--- config.mk ---
export PLATFORM = sky130hd
export DESIGN_NAME = to_lower_stream
export DESIGN_NICKNAME = d
export VERILOG_FILES = /design/src/rtl/to_lower_stream.sv
export SDC_FILE = /design/constraint.sdc
export NUM_CORES = 1
export LEC_CHECK = 0
export BUFFER_PORTS_ARGS = -buffer_cell sky130_fd_sc_hd__buf_2
export CAP_MARGIN = 15
export CORE_MARGIN = 5
export CORE_UTILIZATION = 62
export CTS_CLUSTER_SIZE = 14
export DETAILED_ROUTE_END_ITERATION = 8
export GPL_TIMING_DRIVEN = 0
export PLACE_DENSITY_LB_ADDON = 0.08
export SETUP_SLACK_MARGIN = 0.3
export SLEW_MARGIN = 20
export SYNTH_ARGS = -nofsm -noshare
export SYNTH_HDL_FRONTEND = slang
export SYNTH_SLANG_ARGS = --single-unit
--- constraint.sdc ---
create_clock -name clk -period 3.72 [get_ports clk]
set_input_delay 0.186 -clock clk [delete_from_list [all_inputs] [get_ports clk]]
set_output_delay 0.186 -clock clk [all_outputs]
set_load 0.05 [all_outputs]
--- src/rtl/to_lower_stream.sv ---
// Streaming ASCII lowercase converter with a two-entry skid buffer and
// saturating per-packet conversion / byte counters.
module to_lower_stream #(
   parameter int CNT_W = 16
) (
   input  logic             clk,
   input  logic             rst,
   input  logic             en,
   input  logic             in_valid,
   output logic             in_ready,
   input  logic [7:0]       in_data,
   input  logic             in_last,
   output logic             out_valid,
   input  logic             out_ready,
   output logic [7:0]       out_data,
   output logic             out_last,
   output logic             out_changed,
   output logic [CNT_W-1:0] pkt_conv,
   output logic [CNT_W-1:0] total_bytes
);

   // state | meaning
   // EMPTY | no byte held; outputs idle, input open
   // ONE   | main holds a byte; input open
   // TWO   | main and skid both hold bytes; input closed
   typedef enum logic [1:0] {
      S_EMPTY = 2'd0,
      S_ONE   = 2'd1,
      S_TWO   = 2'd2
   } state_t;

   localparam logic [CNT_W-1:0] CNT_MAX = '1;

   state_t     state;
   logic [7:0] skid_data;
   logic       skid_last;
   logic       skid_changed;

   logic       acc;
   logic       hs;
   logic       is_upper;
   logic       chg;
   logic [7:0] conv_data;

   logic [CNT_W-1:0] run_conv;
   logic [CNT_W-1:0] run_next;
   logic [CNT_W-1:0] total_next;

   assign acc       = in_valid && in_ready;
   assign hs        = out_valid && out_ready;
   assign is_upper  = (in_data >= 8'd65) && (in_data <= 8'd90);
   assign chg       = en && is_upper;
   assign conv_data = in_data | {2'b00, chg, 5'b00000};

   always_ff @(posedge clk) begin
      if (rst) begin
         state        <= S_EMPTY;
         out_valid    <= 1'b0;
         in_ready     <= 1'b1;
         out_data     <= 8'd0;
         out_last     <= 1'b0;
         out_changed  <= 1'b0;
         skid_data    <= 8'd0;
         skid_last    <= 1'b0;
         skid_changed <= 1'b0;
      end else begin
         case (state)
            S_EMPTY: begin
               if (acc) begin
                  out_data    <= conv_data;
                  out_last    <= in_last;
                  out_changed <= chg;
                  out_valid   <= 1'b1;
                  state       <= S_ONE;
               end
            end
            S_ONE: begin
               if (acc && !hs) begin
                  skid_data    <= conv_data;
                  skid_last    <= in_last;
                  skid_changed <= chg;
                  in_ready     <= 1'b0;
                  state        <= S_TWO;
               end else if (hs && !acc) begin
                  out_valid <= 1'b0;
                  state     <= S_EMPTY;
               end else if (acc && hs) begin
                  out_data    <= conv_data;
                  out_last    <= in_last;
                  out_changed <= chg;
               end
            end
            S_TWO: begin
               if (hs) begin
                  out_data    <= skid_data;
                  out_last    <= skid_last;
                  out_changed <= skid_changed;
                  in_ready    <= 1'b1;
                  state       <= S_ONE;
               end
            end
            default: begin
               state     <= S_EMPTY;
               out_valid <= 1'b0;
               in_ready  <= 1'b1;
            end
         endcase
      end
   end

   // Running count including the byte now leaving; used for both the
   // mid-packet accumulate and the end-of-packet snapshot.
   always_comb begin
      run_next = run_conv;
      if (out_changed && (run_conv != CNT_MAX)) run_next = run_conv + CNT_W'(1);
      total_next = total_bytes;
      if (total_bytes != CNT_MAX) total_next = total_bytes + CNT_W'(1);
   end

   always_ff @(posedge clk) begin
      if (rst) begin
         run_conv    <= '0;
         pkt_conv    <= '0;
         total_bytes <= '0;
      end else if (hs) begin
         total_bytes <= total_next;
         if (out_last) begin
            pkt_conv <= run_next;
            run_conv <= '0;
         end else begin
            run_conv <= run_next;
         end
      end
   end

endmodule
== Word-level counts from Yosys, hierarchy flattened ==
Cells that the tools add are included.

* Bits of input ports: 14
* Flip-flop bits (word level): 72
* Word-level logic and storage cells: 82
* Output and inout bits: 44

* Magnitude comparators: 2
* Muxes and demuxes: 32
* Reductions and logical operators: 19
* Add/subtract/negate cells: 2
* Equality and inequality tests: 12
* Bitwise gates (word level): 3

{| class="wikitable"
|+ Operator list
! kind !! count
|-
| $mux W8 || 5
|-
| $add A16 B1 Y16 const B || 2
|-
| $mux W16 || 2
|-
| $ne A16 B16 Y1 const B || 2
|-
| $pmux W8 S3 || 1
|-
| $mux W1 || 15
|-
| $ne A2 B2 Y1 const B || 7
|-
| $pmux W1 S3 || 4
|-
| $ge A8 B7 Y1 const B || 1
|-
| $le A8 B7 Y1 const B || 1
|-
| $logic_and A1 B1 Y1 || 8
|-
| $mux W2 || 4
|-
| $or A8 B6 Y8 || 1
|-
| $pmux W2 S3 || 1
|-
| $reduce_and A2 Y1 || 3
|-
| $reduce_and A3 Y1 || 2
|-
| $reduce_and A6 Y1 || 1
|-
| $reduce_and A4 Y1 || 1
|-
| $ne A3 B3 Y1 const B || 1
|-
| $reduce_bool A3 Y1 || 1
|-
| $eq A2 B1 Y1 const B || 1
|-
| $eq A2 B2 Y1 const B || 1
|-
| $logic_not A1 Y1 || 2
|-
| $logic_not A2 Y1 || 1
|-
| $not A1 Y1 || 2
|}

== Logic depth before layout (Yosys ltp) ==
* Depth after elaboration: 8
* Mapped depth: 8
* Mapped depth without buffers: 7

== Least setup slack after synthesis ==
Ideal clock, no wire load.

* Path kind: reg-to-reg
* From: reg out_valid
* To: reg out_data[0]
* Data required time: 3.634 ns
* Stages on the path, launching flop included: 9
* Setup slack: 1.528 ns
* Library setup time: 0.086 ns
* Arrival time: 2.107 ns
* Clock period less this slack: 2.192 ns
* Buffers on the path: 2
* Path through: dfxtp_1 -> nand2_1 -> clkbuf_1 -> ha_1 -> nor2_1 -> and3_1 -> clkbuf_1 -> nor3_1 -> a211oi_1

* Longest elaborated chain between the ends: 5
* Elaborated cells on any way between the ends: 10
* Classes of those cells: eq/ne: 4; reduce/logical: 6

{| class="wikitable"
|+ RTL lines
! item !! RTL line !! source
|-
| start: declaration || 13 || <nowiki>output logic out_valid,</nowiki>
|-
| start signal: assignment || 58 || <nowiki>out_valid <= 1'b0;</nowiki>
|-
| start signal: assignment || 73 || <nowiki>out_valid <= 1'b1;</nowiki>
|-
| start signal: assignment || 85 || <nowiki>out_valid <= 1'b0;</nowiki>
|-
| $logic_and A1 B1 Y1 (*) || 50 || <nowiki>assign hs = out_valid && out_ready;</nowiki>
|-
| $logic_not A1 Y1 || 78 || <nowiki>if (acc && !hs) begin</nowiki>
|-
| $logic_and A1 B1 Y1 || 78 ||
|-
| $ne A2 B2 Y1 (no line) || -- ||
|-
| $reduce_and A6 Y1 (no line) (*) || -- ||
|-
| end signal: assignment || 70 || <nowiki>out_data <= conv_data;</nowiki>
|-
| end signal: assignment || 88 || <nowiki>out_data <= conv_data;</nowiki>
|-
| end signal: assignment || 95 || <nowiki>out_data <= skid_data;</nowiki>
|-
| end: declaration || 15 || <nowiki>output logic [7:0] out_data,</nowiki>
|}

Every way passes the cells marked *; elsewhere a longest branch is shown, timed or not.
A chain may end at the register's enable or synchronous reset.

== Worst setup path after layout ==
* From: reg run_conv[0]
* To: reg pkt_conv[0]

* Longest elaborated chain between the ends: 3
* Elaborated cells on any way between the ends: 4
* Classes of those cells: add/sub: 1; eq/ne: 1; mux: 1; reduce/logical: 1

{| class="wikitable"
|+ RTL lines
! item !! RTL line !! source
|-
| start: declaration || 45 || <nowiki>logic [CNT_W-1:0] run_conv;</nowiki>
|-
| start signal: assignment || 131 || <nowiki>run_conv <= run_next;</nowiki>
|-
| parallel branches: the longest is 2 deep, another holds $add A16 B1 Y16 || -- ||
|-
| $mux W16 (*) || 115 || <nowiki>if (out_changed && (run_conv != CNT_MAX)) run_next = run_conv + CNT_W'(1);</nowiki>
|-
| end signal: assignment || 128 || <nowiki>pkt_conv <= run_next;</nowiki>
|-
| end: declaration || 18 || <nowiki>output logic [CNT_W-1:0] pkt_conv,</nowiki>
|}

Mark *: on every way between the ends.

==> impl_metrics.json <==
{
  "outcome": "finished clean",
  "yosysWarningCount": 0,
  "first_pass_iters": 5,
  "drv_slew": 0,
  "track_usage_pct": 27.2,
  "max_slew_margin_pct": 47.1,
  "area_growth_pct": 15.2,
  "ctsResizeCount": 0,
  "grt.overflow.total": 0,
  "postSynthAreaPerCell_um2": 8.34,
  "die_h_um": 89.6,
  "ir_drop_v": 0.000329,
  "core_um2": 6240,
  "synthCells": 471,
  "cts_tree": "built",
  "cts-root-buf": "clkbuf_8",
  "holdBufCountCts": 0,
  "fin_cells": 620,
  "async_flop_share_pct": 0,
  "drive_above_1_share_pct": 20.8,
  "synth-seq-cells": 72,
  "max_freq_mhz": 397,
  "crit_path_max_fanout": 10,
  "insertedDiodeCount": 0,
  "hold_viol": 0,
  "power.density_nw_per_um2": 416,
  "drc": 0,
  "maxCapViolations": 0,
  "synth_top_area_share_pct": 36.7,
  "yosys.area.top_type": "dfxtp_1",
  "power.leakage_nw": 1.76,
  "die_w_um": 89.6,
  "crit_path_end_kind": "register",
  "drt-vias-per-instance": 6.25,
  "route.vias.total": 3872,
  "clock_latency_ps": 360,
  "hold-worst-slack_ps": 74.8,
  "timing.final.crit_share_pct": 67.8,
  "finalNetCount": 557,
  "drt_wl_total_um": 10400,
  "min_path_type": "primary input to register",
  "clock_skew_ps": 8.02,
  "grt_pass1_wl_um": 17100,
  "crit_arrival_ps": 2790,
  "htreeDepth": 3,
  "netlist_top_cells_count": "dfxtp_1, nand2_1, nor2_1",
  "rows": 29,
  "ys_seq_area_share_pct": 36.7,
  "io_buffers": 56,
  "dieArea_um2": 8030,
  "rsz0062_at_grt": "no",
  "tns_ps": 0,
  "cts_setup_buffers": 0,
  "antenna_found_initial": 0,
  "yosys.cell_types.count": 58,
  "synth_edf_count": 0,
  "pin_count": 58,
  "ys.flop_type": "dfxtp_1",
  "startpoint_type": "register",
  "dp.cells": 604,
  "path_clk_slew_ps": 80,
  "worstMarginPinSlew_ps": 782,
  "cts.sinks": 72,
  "fin_crit_ps": 2520,
  "cts_buffer_depth": 2,
  "required_ps": 3990,
  "critical_path_class": "register to register",
  "dpl.hpwl_um": 7310,
  "grt_pass1_vias": 3634,
  "synth_area_leaders": "dfxtp_1, nand2_1, a21oi_1",
  "drt_iter0_drc": 307,
  "post_drt_wl_per_cell_um": 16.7,
  "post-synth-top-count-cell": "dfxtp_1",
  "start_util_pct": 62.9,
  "antenna_left": 0,
  "syn_nets": 490,
  "routabilityCongestion": 0.932,
  "syn_area_um2": 3930,
  "cts-buffers-inserted": 9,
  "grt_max_degree": 14,
  "setup_violations": 0
}
stage by stage:
step / worst slack (ps) / cell area, um2 / util [%] / power, mW
2_1_floorplan: 1530 / 3930 / - / 1.11
4_1_cts: 1230 / 4520 / 72.5 / 1.88
3_5_place_dp: 1290 / 4300 / 69.0 / 1.20
3_3_place_gp: 1280 / 4300 / 69.0 / 1.19
6_report: 1200 / 4520 / 72.5 / 1.88
5_1_grt: 957 / 4520 / 72.5 / 1.96
cell type report:
type                            count  area [um2]
Multi-Input combinational cell    349        2190
Fill cell                         499        1720
Sequential cell                    72        1440
Timing Repair Buffer               56         280
Buffer                             36         248
Clock buffer                        9         124
Tap cell                           77        96.3
Clock inverter                      7        95.1
Inverter                           14        52.6
final timing paths:
check	from	end	slack, ps	cells past startpoint
worst min-delay path	in_data[6]	skid_data[6]	70	3
worst max register to register	run_conv[0]	pkt_conv[0]	1200	6
worst max-delay path	run_conv[0]	pkt_conv[0]	1200	6
worst min register to register	pkt_conv[4]	pkt_conv[4]	450	2
kinds of logic after synthesis:
| logic type | Yosys count | synth area share [%] |
|---|---|---|
| simple gates | 198 | 27.8 |
| buf+inv | 50 | 7.65 |
| xor+xnor | 1 | 0.223 |
| mux | 12 | 3.15 |
| compound gates | 133 | 22.9 |
| fa+ha+maj | 5 | 1.59 |
| flops | 72 | 36.7 |
where the power goes:
| part | switching, mW | leakage, nW | internal (mW) | total, mW |
|---|---|---|---|---|
| clock network | 0.319 | 0.110 | 0.378 | 0.698 |
| logic | 0.248 | 1.07 | 0.0968 | 0.344 |
| registers | 0.0296 | 0.584 | 0.809 | 0.839 |
flip-flops by register name (all words and copies together) (netlist names):
signal,count
skid_data,8
out_changed,1
out_data,8
out_valid,1
state,2
total_bytes,16
run_conv,16
pkt_conv,16
in_ready,1
out_last,1
skid_changed,1
skid_last,1
placed cells by master (no fill, tap or decap), types with 3 or more instances in the layout:
cell,netlist,layout
nand2_1,55,55
nor3_1,16,16
buf_2,6,62
and3_1,7,7
o21ai_0,22,22
nand3_1,14,14
clkbuf_8,9,18
nor2_1,33,33
and2_1,4,4
and4_1,7,7
a311oi_1,9,9
a211oi_1,18,18
clkbuf_1,16,16
a31o_2,4,4
dfxtp_1,72,72
a21oi_1,31,31
a311o_1,4,4
a41oi_1,3,3
o31ai_1,5,5
o211a_1,3,3
buf_4,4,4
mux2_2,3,3
or4_1,5,5
nor2b_1,5,5
mux2i_1,9,9
inv_1,14,14
nor4_1,10,10
o211ai_1,5,5
a31oi_1,18,18
nand4_1,13,13
ha_1,5,5
or3_1,9,9
per-layer routing:
layer | vias up | part of all wire, % | global-route usage, %
met5 | - | 0 | 0
met4 | 0 | 1.9 | 9.47
met3 | 23 | 7.3 | 6.84
met2 | 159 | 48 | 45.3
met1 | 1780 | 43 | 34.3
li1 | 1910 | - | -
critical path, cell delays in order, from the launching register on:
cell	delay (ps)
dfxtp_1	500
ha_1	370
nand4_1	270
nor4_1	660
buf_4	290
o21ai_0	80
a311oi_1	260
Power figures use the tool's default switching activity.
